==> src/rtl/cpu_ctrl_pkg.sv <==
// cpu_ctrl_pkg: shared state encoding and default sizes for the CPU step controller.
package cpu_ctrl_pkg;
    localparam int DEBOUNCE_CYCLES_DEF = 20000;
    localparam int CNT_W_DEF = 16;
    typedef enum logic [1:0] {IDLE = 2'd0, RUN = 2'd1, STEP = 2'd2, HALTED = 2'd3} state_t;
endpackage

==> src/rtl/btn_debounce.sv <==
// btn_debounce: synchronizes and debounces the step button, pulsing step_req_o on each press.
module btn_debounce import cpu_ctrl_pkg::*; #(
    parameter int DEBOUNCE_CYCLES = DEBOUNCE_CYCLES_DEF
) (
    input  logic clk,
    input  logic reset,
    input  logic btn_i,
    output logic step_req_o
);
    localparam int CW = $clog2(DEBOUNCE_CYCLES);
    logic [1:0]    r_sync;
    logic [CW-1:0] r_cnt;
    logic          r_lvl, r_lvl_d;
    logic          w_diff, w_done;
    assign w_diff = r_sync[1] ^ r_lvl;
    assign w_done = r_cnt == CW'(DEBOUNCE_CYCLES - 1);
    always_ff @(posedge clk) begin
        if (reset) begin
            r_sync  <= '0;
            r_cnt   <= '0;
            r_lvl   <= 1'b0;
            r_lvl_d <= 1'b0;
        end else begin
            r_sync  <= {r_sync[0], btn_i};
            r_lvl_d <= r_lvl;
            r_cnt   <= (!w_diff || w_done) ? '0 : r_cnt + 1'b1;
            if (w_diff && w_done) r_lvl <= ~r_lvl;
        end
    end
    // only presses request a step; releases are filtered but silent
    assign step_req_o = r_lvl & ~r_lvl_d;
endmodule

==> src/rtl/cpu_step_ctrl.sv <==
// cpu_step_ctrl: gates CPU advance pulses from the slow tick in free-run or single-step mode.
module cpu_step_ctrl import cpu_ctrl_pkg::*; #(
    parameter int DEBOUNCE_CYCLES = DEBOUNCE_CYCLES_DEF,
    parameter int CNT_W = CNT_W_DEF
) (
    input  logic             clk,
    input  logic             reset,
    input  logic             tick_i,
    input  logic             btn_step,
    input  logic             mode_run,
    input  logic             halt_i,
    output logic             cpu_en,
    output logic [1:0]       state_o,
    output logic [CNT_W-1:0] step_count
);
    state_t           r_state, w_next;
    logic [2:0]       r_tick;
    logic             r_en, w_en, w_rise, w_req;
    logic [CNT_W-1:0] r_cnt;
    btn_debounce #(.DEBOUNCE_CYCLES(DEBOUNCE_CYCLES)) u_btn (
        .clk(clk), .reset(reset), .btn_i(btn_step), .step_req_o(w_req)
    );
    // r_tick[1:0] is the synchronizer, r_tick[2] the history flop
    assign w_rise = r_tick[1] & ~r_tick[2];
    always_comb begin
        w_next = r_state;
        w_en   = 1'b0;
        case (r_state)
            IDLE: w_next = mode_run ? RUN : (w_req ? STEP : IDLE);
            RUN: begin
                w_en   = w_rise & ~halt_i;
                w_next = halt_i ? HALTED : (mode_run ? RUN : IDLE);
            end
            STEP: begin
                w_en   = w_rise & ~halt_i;
                w_next = halt_i ? HALTED : (w_rise ? IDLE : STEP);
            end
            default: w_next = HALTED;
        endcase
    end
    always_ff @(posedge clk) begin
        if (reset) begin
            r_state <= IDLE;
            r_tick  <= '0;
            r_en    <= 1'b0;
            r_cnt   <= '0;
        end else begin
            r_state <= w_next;
            r_tick  <= {r_tick[1:0], tick_i};
            r_en    <= w_en;
            if (r_en && !(&r_cnt)) r_cnt <= r_cnt + 1'b1;
        end
    end
    assign cpu_en     = r_en;
    assign state_o    = r_state;
    assign step_count = r_cnt;
endmodule

==> config.mk <==
export PLATFORM = sky130hd
export DESIGN_NAME = cpu_step_ctrl
export DESIGN_NICKNAME = d
export VERILOG_FILES = /design/src/rtl/cpu_ctrl_pkg.sv /design/src/rtl/btn_debounce.sv /design/src/rtl/cpu_step_ctrl.sv
export SDC_FILE = /design/constraint.sdc
export NUM_CORES = 1
export LEC_CHECK = 0
export ABC_AREA = 1
export BUFFER_PORTS_ARGS = -buffer_cell sky130_fd_sc_hd__buf_2
export CORE_ASPECT_RATIO = 2
export CORE_MARGIN = 2
export CORE_UTILIZATION = 35
export CTS_CLUSTER_SIZE = 12
export DETAILED_ROUTE_END_ITERATION = 12
export GPL_TIMING_DRIVEN = 0
export SLEW_MARGIN = 20
export SYNTH_ARGS = -nofsm -noshare
export SYNTH_HDL_FRONTEND = slang
export SYNTH_SLANG_ARGS = --single-unit
==> constraint.sdc <==
create_clock -name clk -period 1.7 [get_ports clk]
set_clock_uncertainty 0.15 [all_clocks]
set_input_delay 0 -clock clk [delete_from_list [all_inputs] [get_ports clk]]
set_output_delay 0 -clock clk [all_outputs]
set_load 0.05 [all_outputs]
Word level (Yosys, flattened, before mapping)

Index checks and enable logic that the tools add are counted.

Input bits: 6
Logic and storage cells: 39
Flip-flop bits (word level): 41
Output and inout port bits: 19

Multiplexer cells: 7
Bitwise operators: 9
Equality and inequality tests: 3
Reduce and logical (&&, ||, !) cells: 10
$add $sub $neg: 2

Operators by type and width:

| cell                                                            | number |
|---|---|
| 16-bit by 1-bit adder with 16-bit output, second input constant | 1 |
| 16-bit AND reduction                                            | 1 |
| 15-bit by 1-bit adder with 15-bit output, second input constant | 1 |
| 15-bit == test, second input constant                           | 1 |
| 2-bit two-way mux                                               | 5 |
| 2-bit one-hot mux with 3 select lines                           | 1 |
| 2-bit OR reduction                                              | 3 |
| 1-bit NOT                                                       | 5 |
| 1-bit AND                                                       | 3 |
| 2-bit by 1-bit == test with 1-bit output, second input constant | 1 |
| 2-bit == test, second input constant                            | 1 |
| 1-bit logical AND                                               | 2 |
| 1-bit logical NOT                                               | 2 |
| 2-bit logical NOT                                               | 1 |
| 1-bit logical OR                                                | 1 |
| 1-bit two-way mux                                               | 1 |
| 1-bit XOR                                                       | 1 |

Longest topological paths before layout

Word-level depth: 5
Gate-level depth with buffers: 9
Depth with buffers taken out: 9

Hierarchy

From an unflattened synthesis, not the netlist that was laid out.

Cell total of the unflattened synthesis: 319
Area, all modules: 2,189.6 µm²

Modules (own cells, without submodules):

| module        | cells each | sequential area each (µm²) | area each (µm²) | instances |
|---|---|---|---|---|
| cpu_step_ctrl | 196        | 440.4                      | 1,312.5         | 1 |
| btn_debounce  | 123        | 380.4                      | 877.1           | 1 |

Worst setup path after synthesis

No wires, ideal clock.

Path kind: register to register
Start point: register r_cnt[0], in the netlist step_count[0]
End point: register r_cnt[11], in the netlist step_count[11]
Required time: 1.433 ns
Period minus slack after synthesis: 1.876 ns
Path slack: -0.176 ns
Setup time: 0.117 ns
Stages on the path, launching flop included: 9
Arrival time: 1.609 ns
Path buffers: 0
Cell sequence: dfxtp_1 -> ha_1 -> inv_1 -> nor2_2 -> nand2_4 -> nor2_8 -> inv_4 -> a21oi_1 -> nor2_1

Cells in the longest elaborated chain, start to end: 3
Elaborated cells between the ends (all ways): 4
Classes of those cells: add/sub: 1; reduce/logical: 3

RTL lines:

| element                                                                          | RTL line            | source |
|---|---|---|
| from (decl)                                                                      | cpu_step_ctrl.sv:19 | `logic [CNT_W-1:0] r_cnt;` |
| from (signal assigned)                                                           | cpu_step_ctrl.sv:51 | `if (r_en && !(&r_cnt)) r_cnt <= r_cnt + 1'b1;` |
| branches (longest 3 deep; another with 16-bit by 1-bit adder with 16-bit output) | -                   |  |

Parallel ways; which one is timed is not known.
A chain may end at the register's enable or synchronous reset.

Final worst setup path

Start point: register u_btn.r_cnt[0]
End point: register u_btn.r_cnt[7]

Cells in the longest elaborated chain, start to end: 3
Elaborated cells between the ends (all ways): 4
Classes of those cells: add/sub: 1; eq/ne: 1; reduce/logical: 2

RTL lines:

| element                                                                          | RTL line           | source |
|---|---|---|
| from (decl)                                                                      | btn_debounce.sv:12 | `logic [CW-1:0] r_cnt;` |
| from (signal assigned)                                                           | btn_debounce.sv:26 | `r_cnt <= (!w_diff \|\| w_done) ? '0 : r_cnt + 1'b1;` |
| branches (longest 3 deep; another with 15-bit by 1-bit adder with 15-bit output) | -                  |  |

Parallel ways; which one is timed is not known.

==> flow_metrics.tcl <==
set metrics [dict create \
    yosysWarnings 0 \
    grt_start_max_net_pins 14 \
    synth-main-ff-cell "dfxtp_1" \
    wirelength_um 4340 \
    grtUsageTotal 0.143 \
    layout_commonest_cell "nand2_1" \
    cp.required_ps 1720 \
    dr.first_iter.drc_count 78 \
    place_congestion 0.763 \
    clock_sinks 41 \
    cap_violations 0 \
    clock_path_buffers 2 \
    grt_pass1_vias 1854 \
    htree_levels 2 \
    dieArea_um2 6690 \
    cts_root_buffer "clkbuf_16" \
    max_freq_mhz 641 \
    endpoint_kind "flop" \
    total_power_mw 2.01 \
    synth_edf_count 0 \
    setup_tns_ps 0 \
    numCtsBuffers 5 \
    period_needed_ps 1560 \
    num_antenna_cells 0 \
    yosysSeqAreaShare 0.390 \
    die_h_um 114 \
    fin_crit_sh 0.918 \
    start_util 0.356 \
    setup-violations-final 0 \
    nets 350 \
    crit_type "flop to flop" \
    synth_top_area_share 0.390 \
    mappedNetlistNets 313 \
    cts_tree "built" \
    fin_util 0.432 \
    syn_inst 301 \
    maxSlewViolCount 0 \
    rows 40 \
    grt_pass1_wl_um 7630 \
    worstMarginPinSlew_ps 413 \
    port_buffers 23 \
    layout_common_cells "nand2_1, nor2_1, inv_1" \
    syn_to_final_growth_pct 21.1 \
    die_w_um 58.8 \
    fin_ws_ps 140 \
    yosysTopAreaCell "dfxtp_1" \
    ios 25 \
    vdd_ir_drop_max_mv 0.500 \
    fillers 614 \
    coreArea_um2 5910 \
    dr_total_vias 1944 \
    routedWlPerCell_um 10.8 \
    remaining_drc_errors 3 \
    dp_hpwl_um 3210 \
    clk_pin_slew_ps 60 \
    synth_cell_type_count 28 \
    p_per_area_nw_per_um2 788 \
    avgViaCountPerCell 4.84 \
    async_flop_share 0 \
    clk_latency_ps 280 \
    worst_setup_path_start_kind "flop" \
    holdCritPathClass "flop to flop" \
    antenna_found_initial 0 \
    hold_violations 0 \
    crit_arrival_ps 1580 \
    crit_fanout 10 \
    status "complete, but fails checks" \
    synth_area_leaders "dfxtp_1, nand2_1, nor2_1" \
    final_layout_size_suffix_gt1_frac 0.218 \
    post-cts-setup-buffer-count 0 \
    gr-total-overflow 0 \
    ys_ff_latch 41 \
    dpl_worst_slack_ps 47.3 \
    relSlewSlack 0.723 \
    drtAntennaViolNets 0 \
    p_leak_nw 1.02 \
    violations "design-rule violations" \
    drtPass1Iterations 8 \
    syn_area_per_cell_um2 6.99 \
    syn_area_um2 2100 \
]
-- sequential cells by signal, indices dropped and copies added, names as in the netlist --
name,count
step_count,16
u_btn.r_lvl,1
u_btn.r_lvl_d,1
u_btn.r_sync,2
cpu_en,1
r_tick,3
u_btn.r_cnt,15
state_o,2
-- metal layers --
metal	GRT usage	up-vias	wire [µm]
met2	0.247	31	2190
met3	0.0351	4	145
met5	0	-	0
met4	0.0470	0	38
li1	-	1023	-
met1	0.169	886	1960
-- worst max-delay path, cell delays in order (launching register included) --
cell     delay [ps]
dfxtp_1         350
ha_1            220
nand3_2         150
nor2_2          160
nand2_1         100
nand2_2         120
buf_6           150
a21oi_1          50
-- synthesized netlist by cell type (2+ instances only) --
cell type  instances
nand2_1           67
nor2_1            50
dfxtp_1           41
inv_1             40
nand3_1           20
a21oi_1           18
nand4_1            9
nor3_1             8
ha_1               6
nor2_2             6
nand2_2            5
nor2_4             5
o21ai_0            5
a31oi_1            3
buf_6              2
inv_4              2
nand2_4            2
nor3_2             2
-- what timing repair did --
| item | CTS | global route |
|---|---|---|
| endpoints found under the setup margin | 0 | 20 |
| resized for setup | 0 | 4 |
| hold endpoints to repair | 16 | 0 |
| hold buffers | 7 | 0 |
-- area by class of cell --
type                            count  area (µm²)  area share
Buffer                              3        30.0      0.0118
Clock buffer                        6         129      0.0506
Clock inverter                      2        15.0     0.00589
Inverter                           43         166      0.0653
Multi-Input combinational cell    214        1110       0.435
Sequential cell                    41         836       0.328
Tap cell                           63        78.8      0.0309
Timing Repair Buffer               30         185      0.0727
-- through the flow --
stage,instances,cell area [µm²],hold slack [ps]
2_1_floorplan,301,2120,-43.0
3_3_place_gp,387,2310,50.5
3_5_place_dp,387,2310,56.6
4_1_cts,402,2530,263
5_1_grt,402,2550,291
6_report,402,2550,261
-- path summary, 6_finish.rpt --
check | startpoint | slack (ps) | endpoint | cells past startpoint
min reg2reg | u_btn.r_sync[0]$_SDFF_PP0_ | 260 | u_btn.r_sync[1]$_SDFF_PP0_ | 2
max | u_btn.r_cnt[0]$_SDFF_PP0_ | 140 | u_btn.r_cnt[7]$_SDFF_PP0_ | 7
min | u_btn.r_sync[0]$_SDFF_PP0_ | 260 | u_btn.r_sync[1]$_SDFF_PP0_ | 2
max reg2reg | u_btn.r_cnt[0]$_SDFF_PP0_ | 140 | u_btn.r_cnt[7]$_SDFF_PP0_ | 7
-- kinds of logic after synthesis --
family | after synthesis | synth area share
simple gates | 180 | 0.411
buf+inv | 46 | 0.0933
flops | 41 | 0.390
compound gates | 28 | 0.0702
fa+ha+maj | 6 | 0.0357
-- where the power goes --
part	internal [mW]	switching [mW]	leakage, nW
logic	0.0425	0.0651	0.616
clock network	0.544	0.375	0.0631
registers	0.973	0.00911	0.338
total	1.56	0.449	1.02
No activity file was read; power rests on OpenSTA's default activity.
